$ cat src/rtl/lane_scatter_if.sv
// lane_scatter_if
// Valid/ready stream bundle with packet framing, parameterised by data width.
// The same bundle carries the serial word stream into lane_scatter and the
// assembled lane vector out of it.
//   data  : payload (W bits)
//   valid : payload valid, driven by the master
//   ready : sink can accept, driven by the slave
//   start : first beat of a packet
//   last  : last beat of a packet
interface lane_scatter_if #(
    parameter int W = 16
);
    logic [W-1:0] data;
    logic         valid;
    logic         ready;
    logic         start;
    logic         last;

    modport master (output data, output valid, output start, output last, input ready);
    modport slave  (input data, input valid, input start, input last, output ready);
endinterface

$ cat src/rtl/lane_scatter.sv
// lane_scatter
// Scatters a serial stream of 16-bit words into an N-lane vector of 16*N bits.
// Words fill the lanes enabled by outputSelect from lane N-1 downwards; lanes
// that are deselected or left unfilled by an early ilast read 16'hFFFF (the
// AND identity), so the vector can feed an AND reduction directly.
// Ports:
//   aclk, areset  : clock, asynchronous active-high reset
//   outputSelect  : lane mask, sampled on the first word of each group
//                   (all-zero behaves as all-ones)
//   in_s          : word stream in (data = idata, ready = iready, registered)
//   out_s         : vector stream out (data = odata, lane k at [16k+15:16k])
//   oerror        : sticky flag, set by istart arriving mid-group
module lane_scatter #(
    parameter int N = 4
) (
    input  logic          aclk,
    input  logic          areset,
    input  logic [N-1:0]  outputSelect,
    lane_scatter_if.slave  in_s,
    lane_scatter_if.master out_s,
    output logic          oerror
);
    localparam int LW = (N > 1) ? $clog2(N) : 1;

    // Assembly register state
    logic [N-1:0]    a_mask_reg;
    logic [LW-1:0]   lane_ptr_reg;
    logic            a_active_reg;   // group partially filled
    logic            a_start_reg;
    logic            a_last_reg;
    logic            pend_reg;       // A holds a complete group waiting for O
    logic            pend_next;

    // Output register state
    logic [16*N-1:0] o_data_reg;
    logic            o_valid_reg;
    logic            o_start_reg;
    logic            o_last_reg;

    logic            iready_reg;
    logic            oerror_reg;

    // Datapath
    logic [N-1:0]    sel_eff;
    logic [N-1:0]    cur_mask;
    logic [LW-1:0]   top_lane;
    logic [LW-1:0]   cur_lane;
    logic [LW-1:0]   nxt_lane;
    logic            nxt_found;
    logic            accept;
    logic            new_group;
    logic            complete;
    logic            cur_start;
    logic            o_consume;
    logic            o_free;
    logic [16*N-1:0] assembled;      // A contents including this cycle's word
    logic [16*N-1:0] a_packed;       // A contents as registered

    assign sel_eff   = (outputSelect == '0) ? '1 : outputSelect;
    assign accept    = in_s.valid && iready_reg;
    // An istart word always opens a fresh group, even over a partial one.
    assign new_group = !a_active_reg || in_s.start;
    assign cur_mask  = new_group ? sel_eff : a_mask_reg;
    assign cur_lane  = new_group ? top_lane : lane_ptr_reg;
    assign cur_start = new_group ? in_s.start : a_start_reg;
    assign complete  = accept && (in_s.last || !nxt_found);
    assign o_consume = o_valid_reg && out_s.ready;
    assign o_free    = !o_valid_reg || out_s.ready;

    // Highest enabled lane: where the first word of a group lands.
    always_comb begin
        top_lane = '0;
        for (int i = 0; i < N; i++) begin
            if (sel_eff[i]) top_lane = LW'(i);
        end
    end

    // Next enabled lane below the one being written; none means the group ends.
    always_comb begin
        nxt_lane  = '0;
        nxt_found = 1'b0;
        for (int i = 0; i < N; i++) begin
            if (cur_mask[i] && (LW'(i) < cur_lane)) begin
                nxt_lane  = LW'(i);
                nxt_found = 1'b1;
            end
        end
    end

    always_comb begin
        pend_next = pend_reg;
        if (complete && !o_free)
            pend_next = 1'b1;
        else if (pend_reg && o_consume)
            pend_next = 1'b0;
    end

    // Per-lane assembly storage. A new group presets every lane to FFFF, so
    // anything not written before completion already holds the identity.
    generate
        for (genvar gi = 0; gi < N; gi++) begin : g_lane
            logic [15:0] lane_reg;
            logic [15:0] lane_next;

            always_comb begin
                lane_next = lane_reg;
                if (accept) begin
                    if (cur_lane == LW'(gi))
                        lane_next = in_s.data;
                    else if (new_group)
                        lane_next = 16'hFFFF;
                end
            end

            always_ff @(posedge aclk or posedge areset) begin
                if (areset)
                    lane_reg <= '0;
                else if (accept)
                    lane_reg <= lane_next;
            end

            assign assembled[16*gi+15 -: 16] = lane_next;
            assign a_packed[16*gi+15 -: 16]  = lane_reg;
        end
    endgenerate

    always_ff @(posedge aclk or posedge areset) begin
        if (areset) begin
            a_mask_reg   <= '0;
            lane_ptr_reg <= LW'(N - 1);
            a_active_reg <= 1'b0;
            a_start_reg  <= 1'b0;
            a_last_reg   <= 1'b0;
            pend_reg     <= 1'b0;
            o_data_reg   <= '0;
            o_valid_reg  <= 1'b0;
            o_start_reg  <= 1'b0;
            o_last_reg   <= 1'b0;
            iready_reg   <= 1'b0;
            oerror_reg   <= 1'b0;
        end else begin
            pend_reg <= pend_next;
            // Hold iready low for one extra edge after the pending group moves to O.
            iready_reg <= !pend_next && !pend_reg;

            if (accept && a_active_reg && in_s.start)
                oerror_reg <= 1'b1;

            if (accept) begin
                a_mask_reg   <= cur_mask;
                lane_ptr_reg <= complete ? LW'(N - 1) : nxt_lane;
                a_active_reg <= !complete;
                a_start_reg  <= cur_start;
                a_last_reg   <= in_s.last;
            end

            if (complete && o_free) begin
                o_data_reg  <= assembled;
                o_valid_reg <= 1'b1;
                o_start_reg <= cur_start;
                o_last_reg  <= in_s.last;
            end else if (pend_reg && o_consume) begin
                o_data_reg  <= a_packed;
                o_valid_reg <= 1'b1;
                o_start_reg <= a_start_reg;
                o_last_reg  <= a_last_reg;
            end else if (o_consume) begin
                o_valid_reg <= 1'b0;
                o_start_reg <= 1'b0;
                o_last_reg  <= 1'b0;
            end
        end
    end

    assign in_s.ready  = iready_reg;
    assign out_s.data  = o_data_reg;
    assign out_s.valid = o_valid_reg;
    assign out_s.start = o_start_reg;
    assign out_s.last  = o_last_reg;
    assign oerror      = oerror_reg;
endmodule

$ cat src/flat_wrapper.sv
// flat-port wrapper written by rule: the top's interface ports become plain ports
module lane_scatter_flat 
#(
    parameter int N = 4
)
  (aclk, areset, outputSelect, oerror, in_s_data, in_s_valid, in_s_start, in_s_last, in_s_ready, out_s_data, out_s_valid, out_s_start, out_s_last, out_s_ready);
  lane_scatter_if #(.W(16)) in_s_i ();
  lane_scatter_if #(.W(16 * N)) out_s_i ();
  input  logic aclk;
  input  logic areset;
  input  logic [N-1:0] outputSelect;
  output logic oerror;
  input wire logic [$bits(in_s_i.data)-1:0] in_s_data;
  input wire logic [$bits(in_s_i.valid)-1:0] in_s_valid;
  input wire logic [$bits(in_s_i.start)-1:0] in_s_start;
  input wire logic [$bits(in_s_i.last)-1:0] in_s_last;
  output wire logic [$bits(in_s_i.ready)-1:0] in_s_ready;
  output wire logic [$bits(out_s_i.data)-1:0] out_s_data;
  output wire logic [$bits(out_s_i.valid)-1:0] out_s_valid;
  output wire logic [$bits(out_s_i.start)-1:0] out_s_start;
  output wire logic [$bits(out_s_i.last)-1:0] out_s_last;
  input wire logic [$bits(out_s_i.ready)-1:0] out_s_ready;
  assign in_s_i.data = in_s_data;
  assign in_s_i.valid = in_s_valid;
  assign in_s_i.start = in_s_start;
  assign in_s_i.last = in_s_last;
  assign in_s_ready = in_s_i.ready;
  assign out_s_data = out_s_i.data;
  assign out_s_valid = out_s_i.valid;
  assign out_s_start = out_s_i.start;
  assign out_s_last = out_s_i.last;
  assign out_s_i.ready = out_s_ready;
  lane_scatter #(.N(N)) u_core (.aclk(aclk), .areset(areset), .outputSelect(outputSelect), .in_s(in_s_i), .out_s(out_s_i), .oerror(oerror));
endmodule
$ cat config.mk
export PLATFORM = sky130hd
export DESIGN_NAME = lane_scatter_flat
export DESIGN_NICKNAME = d
export VERILOG_FILES = /design/src/rtl/lane_scatter_if.sv /design/src/rtl/lane_scatter.sv /design/src/flat_wrapper.sv
export SDC_FILE = /design/constraint.sdc
export NUM_CORES = 1
export LEC_CHECK = 0
export CAP_MARGIN = 5
export CELL_PAD_IN_SITES_DETAIL_PLACEMENT = 1
export CELL_PAD_IN_SITES_GLOBAL_PLACEMENT = 2
export CORE_MARGIN = 3
export CORE_UTILIZATION = 34
export DETAILED_ROUTE_END_ITERATION = 7
export GPL_TIMING_DRIVEN = 0
export PLACE_DENSITY_LB_ADDON = 0.1
export SLEW_MARGIN = 40
export SYNTH_ARGS = -nofsm -noshare
export SYNTH_HDL_FRONTEND = slang
export SYNTH_SLANG_ARGS = --single-unit
$ cat constraint.sdc
create_clock -name aclk -period 4.65 [get_ports aclk]
set_clock_uncertainty 0.1 [all_clocks]
set_input_delay 0.465 -clock aclk [delete_from_list [all_inputs] [get_ports aclk]]
set_output_delay 0.465 -clock aclk [all_outputs]
set_load 0.1 [all_outputs]
After elaboration in Yosys (flattened, before gate mapping) --
Cells that the tools add are included.
Cells by class: add/subtract/negate cells 0, multipliers 0, divide/modulo/power cells 0, order comparisons 4, eq/ne operators 3, shift-type cells 0, mux-type cells 38, bitwise gates (word level) 0, reduce and logical (&&, ||, !) cells 27
Operators with widths (number):
- $mux W16 | 12
- $mux W64 | 2
- $mux W1 | 16
- $logic_and A1 B1 Y1 | 13
- $mux W2 | 6
- $mux W4 | 2
- $logic_not A1 Y1 | 7
- $eq A2 B2 Y1 const B | 2
- $logic_not A4 Y1 | 1
- $lt A1 B2 Y1 const A | 2
- $lt A2 B2 Y1 const A | 2
- $logic_or A1 B1 Y1 | 3
- $reduce_bool A3 Y1 | 1
- $eq A2 B1 Y1 const B | 1
- $logic_not A2 Y1 | 1
- $reduce_bool A2 Y1 | 1
Storage, ports and cells: register bits 143, bits in latches 0, memory bits (writable) 0, bits in read-only memories 0, input port bits 26, output and inout bits 69, logic and storage cells 88, memories kept 0

Depth between registers and ports, before layout --
Gate-level depths: netlist (run 1).
depth after elaboration 19, mapped depth 8, mapped depth without buffers 5

Least setup slack after synthesis (run 1) --
No wires, ideal clock.
path type register to register, start register u_core.iready_reg, in the netlist u_core.in_s.ready, end register u_core.o_data_reg[48], in the netlist u_core.out_s.data[48], setup time 125 ps, data arrival time 2432 ps, data required time 4425 ps, slack 1993 ps, stages on the path, launching flop included 7, buffers on the path 1, clock period less this slack 2657 ps, path through dfrtp_1 -> nand2_1 -> a21oi_2 -> o31ai_2 -> buf_2 -> o22a_1 -> mux2_4
Between the ends: cells in the longest elaborated chain, start to end 4, elaborated cells on any way between the ends 6, those cells by class mux: 2; reduce/logical: 4
Ends and longest elaborated chain:
- from (decl) | RTL line lane_scatter.sv:40 | logic iready_reg;
- from (signal assigned) | RTL line lane_scatter.sv:144 | iready_reg <= !pend_next && !pend_reg;
- $logic_and A1 B1 Y1 (*) | RTL line lane_scatter.sv:60 | assign accept = in_s.valid && iready_reg;
- $logic_and A1 B1 Y1 | RTL line lane_scatter.sv:66 | assign complete = accept && (in_s.last || !nxt_found);
- $logic_and A1 B1 Y1 | RTL line lane_scatter.sv:157 | if (complete && o_free) begin
- $mux W64 / $reduce_bool A2 Y1 (equally long branches)
- to (signal assigned) | RTL line lane_scatter.sv:158 | o_data_reg <= assembled;
- to (signal assigned) | RTL line lane_scatter.sv:163 | o_data_reg <= a_packed;
- to (decl) | RTL line lane_scatter.sv:35 | logic [16*N-1:0] o_data_reg;
Every way passes the cells marked *; elsewhere a longest branch is shown, timed or not. A chain may end at the register's enable or synchronous reset.

Final worst setup path (run 1) --
start input in_s_start, end register u_core.o_data_reg[42], in the netlist u_core.out_s.data[42]
Between the ends: cells in the longest elaborated chain, start to end 13, elaborated cells on any way between the ends 25, those cells by class order compare: 4; eq/ne: 1; mux: 10; reduce/logical: 10
Ends and longest elaborated chain:
- from (decl) | RTL line flat_wrapper.sv:15 | input wire logic [$bits(in_s_i.start)-1:0] in_s_start;
- $logic_or A1 B1 Y1 (*) | RTL line lane_scatter.sv:62 | assign new_group = !a_active_reg || in_s.start;
- $mux W2 | RTL line lane_scatter.sv:64 | assign cur_lane = new_group ? top_lane : lane_ptr_reg;
- $lt A1 B2 Y1 | RTL line lane_scatter.sv:83 | if (cur_mask[i] && (LW'(i) < cur_lane)) begin
- $logic_and A1 B1 Y1 | RTL line lane_scatter.sv:83
- $mux W1 (4 in series) | RTL line lane_scatter.sv:83
- $logic_not A1 Y1 | RTL line lane_scatter.sv:66
- $logic_or A1 B1 Y1 | RTL line lane_scatter.sv:66
- $logic_and A1 B1 Y1 | RTL line lane_scatter.sv:66
- $logic_and A1 B1 Y1 | RTL line lane_scatter.sv:157
- $mux W64 / $reduce_bool A2 Y1 (equally long branches)
Marks and branches as above.

==> results of run 1 <==
-- cells in the final DEF (no fill, tap or decap), types with 2 or more instances in the layout --
cell type	count
clkinv_2	2
inv_1	3
clkinv_4	2
buf_12	5
nand3_1	3
clkdlybuf4s50_1	23
a21oi_1	5
o22a_1	64
nor2b_1	2
clkbuf_1	15
buf_16	2
dfrtp_1	140
buf_2	74
nor3_1	4
o32a_1	2
mux2_2	66
dfstp_2	2
o21ai_0	6
bufinv_16	2
mux2_1	15
clkbuf_8	2
clkinvlp_4	2
mux2i_1	2
buf_4	2
a31oi_1	5
nor2_1	9
nand2_1	24
mux2_4	49
clkbuf_16	17
nand2b_1	4
-- worst min path at each step --
stage	from	endpoint	slack, ps	depth (start not counted)
after CTS	outputSelect[3]	u_core.a_mask_reg[2]	300	4
after detailed placement	u_core.oerror	u_core.oerror	360	1
after floorplan	u_core.a_last_reg	u_core.a_last_reg	350	2
after global placement	u_core.oerror	u_core.oerror	350	1
final	outputSelect[3]	u_core.a_mask_reg[2]	300	4
after global routing	outputSelect[3]	u_core.a_mask_reg[2]	320	4
-- metrics by stage --
step           hold WS (ps)  instances  util, %  power (mW)  worst slack, ps
2_1_floorplan           346        452        -        4.48              279
5_1_grt                 319        806     43.6        6.67             1730
6_report                300        806     43.6        6.37             1930
4_1_cts                 301        806     43.6        6.44             1860
3_3_place_gp            353        773     42.0        5.22            -1850
3_5_place_dp            356        775     40.5        5.09             1420
-- where the power goes --
| part | switching, mW | leakage, nW | total [mW] | internal (mW) |
|---|---|---|---|---|
| Clock | 0.519 | 0.277 | 1.33 | 0.816 |
| Combinational | 2.29 | 1.34 | 3.15 | 0.864 |
| Sequential | 0.251 | 1.38 | 1.88 | 1.63 |
| Total | 3.06 | 3.00 | 6.37 | 3.31 |
-- cell type report --
cell class,instances,share of cell area [%]
flip-flops and latches,142,44.5
multi-input cells,279,33.9
repair buffers,94,7.89
clock buffers,22,5.81
well taps,229,3.58
plain buffers,27,2.69
clock inverters,9,1.39
inverters,4,0.282
-- critical path, stage by stage --
cell and delay (ps):
clkdlybuf4s50_1 560, nand2b_1 130, buf_2 220, nor2_1 80
o21ai_1 520, clkbuf_1 600, o22a_1 260, mux2_4 140
-- routing by layer --
layer	vias to the layer above	share of wire (%)	track usage (%)	routed length, um
met1	2191	50	24.0	8410
met4	0	1.0	4.03	172
li1	1905	-	-	-
met3	14	3.0	3.70	501
met2	73	46	26.7	7890
met5	-	0	0	0
-- cell families (layout without fill, tap and decap cells) --
| kind of cell | after synthesis | count (layout) | synth area share (%) |
|---|---|---|---|
| flip-flops | 142 | 142 | 54.8 |
| multiplexers | 132 | 132 | 25.7 |
| buffers and inverters | 31 | 156 | 3.54 |
| AO/OA/AOI/OAI | 93 | 93 | 12.0 |
| AND/OR/NAND/NOR | 54 | 54 | 4.01 |
==> flow_summary.yaml, run 1 <==
layout:
  register_area_um2: 3560
  n_fill_cell: 1859
  syn_to_final_growth_pct: 23.1
  multi_input_area_um2: 2710
  antenna_cells: 0
  layout-drive-gt1-share_pct: 41.2
  final_cell_area_um2: 7990
  final_nets: 591
die:
  design.core.area_um2: 18300
  die_w_um: 144
  initial_core_util_pct: 35.4
  ios: 95
  num_rows: 49
  die_h_um: 144
  dieArea_um2: 20800
sta:
  tightest_slew_ps: 788
  rsz0062_at_grt: "false"
  hold_viol: 0
  max_clock_freq_ghz: 0.368
  drv_slew: 0
  fin_crit_ps: 2720
  slew_headroom_pct: 47.2
  min_period_over_period_pct: 58.5
  setup_viol: 0
  tns_ps: 0
detailed_routing:
  first_pass_iters: 4
  post_drt_via_cell_ratio: 5.19
  drc_errors: 0
  via_count: 4183
  detail_route.wl_per_cell_um: 21.1
  antenna_left: 0
  drt_iter0_markers: 129
  totalWireLength_um: 17000
grt:
  grt_max_degree: 52
  overflow: 0
  grtUsageTotal_pct: 16.9
  grt_pass1_wl_um: 26600
  grt_antenna_before_repair: 0
  grt_pass1_vias: 4611
synth:
  ys_ff_latch: 142
  synthTopCellsByCount: "dfrtp_1 (140), mux2_2 (66), o22a_1 (64)"
  avgSynthCellArea_um2: 14.4
  ys_types: 44
  ys.flop_type: "dfrtp_1"
  seq_area_frac_synth_pct: 54.8
  synth_top_area_share_pct: 53.9
  yosys.area.top_type: "dfrtp_1"
  synthArstFlopShare_pct: 100
  synthCells: 452
  yosys_warnings: 0
  syn_area_um2: 6490
  synth_area_leaders: "dfrtp_1 (54%), mux2_2 (11%), mux2_4 (11%), o22a_1 (8.6%), mux2_1 (2.6%)"
  synth_edf_count: 0
  yosysMostFrequentCell: "dfrtp_1"
  synth_nets: 478
critical_path:
  worst_setup_path_end_kind: "flip-flop"
  worstSetupStartpointType: "input pin"
  r2r_cells: 7
  rrSetupSlack_ps: 2080
  cp-endpoint: "u_core.out_s.data[42]"
  crit_fanout: 10
  cp.arrival_ps: 2980
  crit_required_ps: 4910
  regToRegStartpoint: "u_core.a_active_reg"
  critPathLaunch: "in_s_start"
  critical_path_class: "input pin to flip-flop"
  r2r_end: "u_core.out_s.data[54]"
clock_tree:
  clkSlewWorstSetupHoldPaths_ps: 60
  cts.path.max_buffers: 2
  cts_tree: "yes"
  cts_buffers: 17
  ctsHtreeMaxLevel: 4
  cts_root_buf: "clkbuf_16"
  cts_sinks: 142
  clock_latency_ps: 420
  post_cts_buffers: 0
  holdBufCountCts: 0
  postCtsResizedCells: 0
pwr:
  pwr_density_cell_nw_per_um2: 797
  ir_drop_v: 0.000409
  power_leakage_nw: 3.00
place:
  dp_hpwl_um: 12300
  routabilityCongestion: 0.735
  dpl_cell_area_um2: 7420
  port_buffers: 92
worst_hold_path:
  hp-class: "input pin to flip-flop"
job:
  maxCapViolCount: 0
status:
  status: "finished, final reports clean"
No activity file was read; power rests on OpenSTA's default activity.
==> inputs of run 2 (changes only) <==
Settings changed: CORE_UTILIZATION 34 to 38.
Clock period 4.65 ns to 2.8 ns, I/O delays scaled along.
==> run 2 against run 1 <==
  * Wire length decreased by 2.1%
  * Final area up 1.4%
  * Clock power grew 65%
  * Via count up 0.26%
  * Hold slack lost 220 ps
  * Die area is 10% lower
  * Sequential power increased by 66%
  * Core utilization up 5.1 points
  * Combinational power up 66%
  * Count of clock-buffer cells in the layout grew 4
  * Non-clock buffer count rose by 5
  * First-iteration DRC count fell by 6.2%
==> flow_summary.yaml, run 2 (synthesized netlist as in run 1, its figures left out) <==
status:
  status: "finished, final reports clean"
clock_tree:
  postCtsResizedCells: 0
  cts.path.max_buffers: 2
  holdBufCountCts: 0
  cts_tree: "yes"
  cts_buffers: 17
  ctsHtreeMaxLevel: 4
  post_cts_buffers: 0
  clkSlewWorstSetupHoldPaths_ps: 60
  clock_latency_ps: 410
  cts_sinks: 142
  cts_root_buf: "clkbuf_16"
detailed_routing:
  detail_route.wl_per_cell_um: 20.7
  antenna_left: 0
  drc_errors: 0
  totalWireLength_um: 16600
  drt_iter0_markers: 121
  first_pass_iters: 4
  via_count: 4194
  post_drt_via_cell_ratio: 5.23
die:
  die_h_um: 137
  design.core.area_um2: 16600
  initial_core_util_pct: 39.0
  die_w_um: 137
  ios: 95
  num_rows: 47
  dieArea_um2: 18700
sta:
  setup_viol: 0
  drv_slew: 0
  rsz0062_at_grt: "false"
  tightest_slew_ps: 785
  hold_viol: 0
  max_clock_freq_ghz: 0.395
  slew_headroom_pct: 47.4
  min_period_over_period_pct: 90.4
  fin_crit_ps: 2530
job:
  maxCapViolCount: 0
layout:
  syn_to_final_growth_pct: 24.9
  finish.utilization_pct: 48.7
  layout-drive-gt1-share_pct: 41.9
  final_common_cell: "dfrtp_1"
  final_nets: 596
  antenna_cells: 0
  final_cell_area_um2: 8110
  layout_common_cells: "dfrtp_1 (140), buf_2 (74), mux2_2 (66)"
grt:
  grt_pass1_wl_um: 26400
  grtUsageTotal_pct: 18.8
  grt_antenna_before_repair: 0
  grt_max_degree: 26
  grt_pass1_vias: 4642
  overflow: 0
place:
  dp_hpwl_um: 12300
  routabilityCongestion: 0.776
  dpl_cell_area_um2: 7530
  port_buffers: 92
critical_path:
  crit_required_ps: 2990
  cp.arrival_ps: 2720
  crit_path_top_delay_cell: "a21oi_2"
  cp_cell_sequence: "nor2b_1 > buf_4 > a21oi_2 > o31ai_2 > buf_2 > o22a_1 > mux2_4"
  crit_fanout: 10
  critical_path_class: "flip-flop to flip-flop"
  worstSetupStartpointType: "flip-flop"
  worst_setup_path_end_kind: "flip-flop"
  cpPeakStageDelay_ps: 460
pwr:
  power_leakage_nw: 3.06
  power_frac_seq_pct: 29.6
  share_comb_of_total_power_pct: 49.6
  ir_drop_v: 0.000882
  power.total_mw: 10.6
  intPower_mw: 5.54
  pwr-share-clk_pct: 20.8
  sw_frac_of_total_pct: 47.6
  pwr_density_cell_nw_per_um2: 1300
  p_sw_mw: 5.03
worst_hold_path:
  hp-class: "input pin to async pin"
-- run 2: area by class of cell --
type | count | area [um2]
Clock inverter | 5 | 52.6
Timing Repair Buffer | 99 | 753
Clock buffer | 26 | 529
Buffer | 27 | 215
Tap cell | 220 | 275
Multi-Input combinational cell | 279 | 2710
Fill cell | 1687 | 8530
Inverter | 4 | 18.8
Sequential cell | 142 | 3560
-- run 2: power groups by stage --
| stage | combinational [mW] | sequential, mW | clock, mW |
|---|---|---|---|
| 5_1_grt | 5.48 | 3.22 | 2.36 |
| 2_1_floorplan | 1.71 | 5.73 | 0 |
| 4_1_cts | 5.29 | 3.14 | 2.26 |
| 3_5_place_dp | 5.28 | 3.17 | 0 |
| 6_report | 5.24 | 3.13 | 2.20 |
| 3_3_place_gp | 5.51 | 3.15 | 0 |
-- run 2: final timing paths --
| kind | slack [ps] | to | depth (start not counted) | startpoint |
|---|---|---|---|---|
| max in group asynchronous | 1700 | u_core.lane_ptr_reg[1] | 5 | areset |
| min in group aclk | 120 | u_core.a_mask_reg[2] | 4 | outputSelect[3] |
| max reg2reg | 270 | u_core.out_s.data[50] | 7 | u_core.a_active_reg |
| min reg2reg | 360 | u_core.oerror | 1 | u_core.oerror |
| min | 80 | u_core.out_s.data[21] | 2 | areset |
| max | 270 | u_core.out_s.data[50] | 7 | u_core.a_active_reg |
-- run 2: per-stage QoR --
stage                     TNS [ps]  setup WS (ps)  cells  hold WS (ps)
final                            0            270    802          83.3
after floorplan                  0            143    452           285
after global routing             0           69.0    802          71.4
after global placement      -92540           -658    764           351
after detailed placement     -3050           -204    771           355
after CTS                        0            228    802          73.3
-- run 2: layer usage --
metal | track usage (%) | up-vias | part of all wire, %
met1 | 26.0 | 2191 | 48
met4 | 5.77 | 0 | 1.1
met2 | 30.1 | 76 | 48
met3 | 3.60 | 11 | 3.4
li1 | - | 1916 | -
met5 | 0 | - | 0
-- run 2: critical path: cells and delay by family (launching register included) --
family | cells | cell delay, ps
AO/OA/AOI/OAI | 3 | 1000
buffers and inverters | 2 | 460
flip-flops | 1 | 430
multiplexers | 1 | 270
AND/OR/NAND/NOR | 1 | 160
==> patch 1: new RTL, flow settings as in run 1 <==
Reset style: synchronous (`areset`), changed in 2 clocked blocks. Comments in the files are not updated.
--- a/src/rtl/lane_scatter.sv
+++ b/src/rtl/lane_scatter.sv
@@ -112,7 +112,7 @@
                 end
             end
 
-            always_ff @(posedge aclk or posedge areset) begin
+            always_ff @(posedge aclk) begin
                 if (areset)
                     lane_reg <= '0;
                 else if (accept)
@@ -124,7 +124,7 @@
         end
     endgenerate
 
-    always_ff @(posedge aclk or posedge areset) begin
+    always_ff @(posedge aclk) begin
         if (areset) begin
             a_mask_reg   <= '0;
             lane_ptr_reg <= LW'(N - 1);
Function: differs if areset is asserted again (counterexample within 4 cycles, from zero or initial values and one cycle with areset high); with areset held inactive, the same outputs for 4 cycles.
==> patch 1 against run 1 <==
Sequential cell count is the same. Wire length grew 22%. Design area fell by 5.3%. Count of clock-buffer cells in the layout down 4. Critical path depth stayed put. Setup slack got worse by 0.42 ns. Sequential share of layout area down 6.9 points. Synthesized area decreased by 6.2%. Critical endpoint is now u_core.out_s.data[4].
Power is not compared: it rests on default switching activity, and its combinational part moved more than twofold at a synthesized area within 25%.
==> patch 1: results (changes against run 1) <==
hold endpoint u_core.a_mask_reg[1]; IO buf count 91 (-1.1%); share of layout cells above drive strength 1 0.184 (-0.228); Slew @ Worst Pin 0.709 ns (-0.0784 ns); RR Endpoint u_core.out_s.data[4]; Cell variety after synth 43 (-2.3%); Avg Inst Size Synth 8.42 um2 (-41%); M1 wire length 9.41 mm (+12%); share of synthesized flip-flops with an asynchronous set or reset 0 (-1.00); Total Wirelength 20.7 mm (+22%); top post-synthesis cells by area dfxtp_1 (47%), nand2_1 (9.0%), mux2_2 (6.8%); Starting DRT DRC Count 266 (+110%); DP Cell Count 1039 (+34%); DP HPWL 15.0 mm (+22%); CP peak stage delay 0.55 ns (-0.05 ns); GP Congestion 0.772 (+5.1%); met3 wire length 1.12 mm (+120%); Syn Nets 749 (+57%); compound-cell area share of the yosys netlist 0.164 (+0.0435); mux contribution to synthesized area 0.122 (-0.135); Synth top cells by count nand2_1 (146), dfxtp_1 (142), nor2_1 (88); NumNets Final 859 (+45%); hold wc startpoint outputSelect[1]; largest net degree at the start of global routing 17 (-67%); slowest CP cell nor4b_1; DR vias 5693 (+36%); status finished clean; sequential share of the synthesized area 0.467 (-0.0808); global-route wire length before repair 33.1 mm (+24%); detailed-route vias per instance 5.32 (+2.4%); number of global-route vias before repair 5990 (+30%); gr usage total 0.214 (+0.0451); Critical R2R Launch u_core.a_active_reg; M3 GR Usage 0.0351 (-0.00199); CP Data Arrival Time 3.35 ns (+0.37 ns); Hold Slack 0.325 ns (+0.0251 ns); Worst R2R Setup Slack 1.81 ns (-0.27 ns); Post-Place Cell Area 6940 um2 (-6.5%)
-- patch 1: changes by cell type in the layout (fill, tap and decap cells not counted), moves of 28 or more --
cell	before	now
dfxtp_1	0	142
dfrtp_1	140	0
nand2_1	24	146
nor2_1	9	88
a21oi_1	5	82
o22a_1	64	0
mux2_4	49	0
nor3_1	4	38
o32ai_1	0	32
mux2_2	66	37
clkbuf_1	15	43
-- patch 1: cell families (layout without fill, tap and decap cells) --
kind of cell    Yosys count  count (layout)
flops                   142             142
compound gates          155             155
buf+inv                  63             186
simple gates            297             297
mux                      66              66
-- patch 1: power by group through the flow --
stage / Combinational [mW] / Clock, mW / Sequential [mW]
5_1_grt: 0.526 / 1.54 / 1.34
2_1_floorplan: 0.183 / 0 / 1.53
4_1_cts: 0.496 / 1.47 / 1.33
6_report: 0.493 / 1.45 / 1.33
3_3_place_gp: 0.508 / 0 / 1.35
3_5_place_dp: 0.493 / 0 / 1.36
-- patch 1: worst max-delay path by stage --
stage / cells past startpoint / slack (ns) / endpoint / startpoint
6_report: 8 / 1.51 / u_core.out_s.data[4] / outputSelect[3]
5_1_grt: 8 / 1.25 / u_core.out_s.data[31] / outputSelect[3]
4_1_cts: 8 / 1.53 / u_core.out_s.data[27] / outputSelect[3]
3_5_place_dp: 8 / 1.08 / u_core.out_s.data[24] / outputSelect[3]
3_3_place_gp: 8 / 1.15 / u_core.out_s.data[29] / outputSelect[3]
2_1_floorplan: 6 / 2.06 / u_core.out_s.data[10] / u_core.in_s.ready
-- patch 1: final cells by class --
class / instances / area (um2)
Inverter: 3 / 11.3
Clock buffer: 18 / 429
Clock inverter: 14 / 190
Sequential cell: 142 / 2840
Timing Repair Buffer: 91 / 566
Buffer: 60 / 262
Tap cell: 225 / 282
Multi-Input combinational cell: 518 / 2990
Fill cell: 2129 / 9850
==> patch 2: new RTL, settings of run 1 <==
Without the edit above. Put one more register stage on the output `oerror`, with the module's reset. The value now appears one clock later. The other outputs are not delayed to match.
--- a/src/rtl/lane_scatter.sv
+++ b/src/rtl/lane_scatter.sv
@@ -177,6 +177,12 @@
     assign out_s.valid = o_valid_reg;
     assign out_s.start = o_start_reg;
     assign out_s.last  = o_last_reg;
-    assign oerror      = oerror_reg;
+    always_ff @(posedge aclk or posedge areset) begin
+        if (areset) begin
+            oerror <= '0;
+        end else begin
+            oerror <= oerror_reg;
+        end
+    end
 endmodule
 
Formal check against the unedited RTL: not equivalent (Yosys sat finds a counterexample within 4 cycles, from zero or initial values and one cycle with areset high).
==> patch 2 against run 1 <==
Sequential cell count grew 1. Design area grew 1.1%. Synthesized area grew 0.39%. Core utilization shrank 0.55 points. Setup slack lost 0.040 ns. Wire length grew 1.7%. Count of clock-buffer cells in the layout shrank 3. Power grew 2.3%. First-iteration DRC count shrank 6.2%. Largest power group unchanged.
==> patch 2: results (changes against run 1) <==
met1 Use GR 0.242 (+0.00193); status finished clean; Total Wirelength 17.3 mm (+1.7%); filler cell count in the final layout 1938 (+4.2%); sequential share of the synthesized area 0.549 (+0.00174); WL/cell 21.2 um (+0.80%); slowest CP cell clkbuf_1; hold endpoint u_core.oerror; min-delay worst type reg2reg; WHS Path Cells 0 (-4); Post-Place Cell Area 7450 um2 (+0.42%); top post-synthesis cells by area dfrtp_1 (54%), mux2_2 (11%), mux2_4 (11%); Comb power frac 0.484 (-0.011); metal2 WL 8.07 mm (+2.3%); buffering overhead 0.105 (-0.00113); Seq. cell area 3580 um2 (+0.70%); NumNets Final 592 (+0.17%); DP Cell Count 781 (+0.77%); gr usage total 0.174 (+0.00484); global-route wire length before repair 27.2 mm (+2.2%); Seq pwr share 0.292 (-0.004); Mapped Cells 453 (+0.22%); Hold Slack 0.273 ns (-0.0261 ns); largest net degree at the start of global routing 55 (+5.8%); Int Pwr 3.42 mW (+3.3%); number of global-route vias before repair 4687 (+1.6%); crit path to u_core.out_s.data[46]; VDD IR-drop max 0.000511 V (+25%); met2 usage 0.276 (+0.00925); Syn Nets 479 (+0.21%); synthesis-stage register bit count 143 (+0.70%); Lkg Pwr 3.03 nW (+1.1%); clock-cell share of area 0.0780 (+0.00604); CP Data Arrival Time 3.02 ns (+0.04 ns); Synth top cells by count dfrtp_1 (141), mux2_2 (66), o22a_1 (64); CP peak stage delay 0.62 ns (+0.02 ns); Starting DRT DRC Count 121 (-6.2%); Max-Slew Margin vs Limit 0.443 (-0.0284); M3 GR Usage 0.0364 (-0.000661); n_diodes 0 (unchanged); DR vias 4212 (+0.69%); share of layout cells above drive strength 1 0.416 (+0.00376); M1 wire length 8.42 mm (+0.21%); Max Root-Sink Buffers 2 (unchanged); sequential portion of the cell area 0.443 (-0.00166)
[patch 2: changes by cell type in the layout (fill, tap and decap cells not counted)]
cell,delta
clkinv_4,+1
clkinvlp_4,+1
clkbuf_1,-2
dfrtp_1,+1
bufinv_16,+2
clkbuf_8,-1
[patch 2: kinds of logic (layout without fill, tap and decap cells)]
family | Yosys count | after routing | synth area share
flip-flops | 143 | 143 | 0.549
buffers and inverters | 31 | 157 | 0.0353
AO/OA/AOI/OAI | 93 | 93 | 0.120
AND/OR/NAND/NOR | 54 | 54 | 0.0399
multiplexers | 132 | 132 | 0.256
[patch 2: stage by stage]
| step | setup WS, ns | TNS [ns] | util |
|---|---|---|---|
| finish | 1.89 | 0 | 0.431 |
| CTS | 1.87 | 0 | 0.431 |
| global route | 1.72 | 0 | 0.431 |
| global placement | -1.91 | -268.60 | 0.412 |
| floorplan | 0.250 | 0 | - |
| detailed placement | 1.44 | 0 | 0.397 |
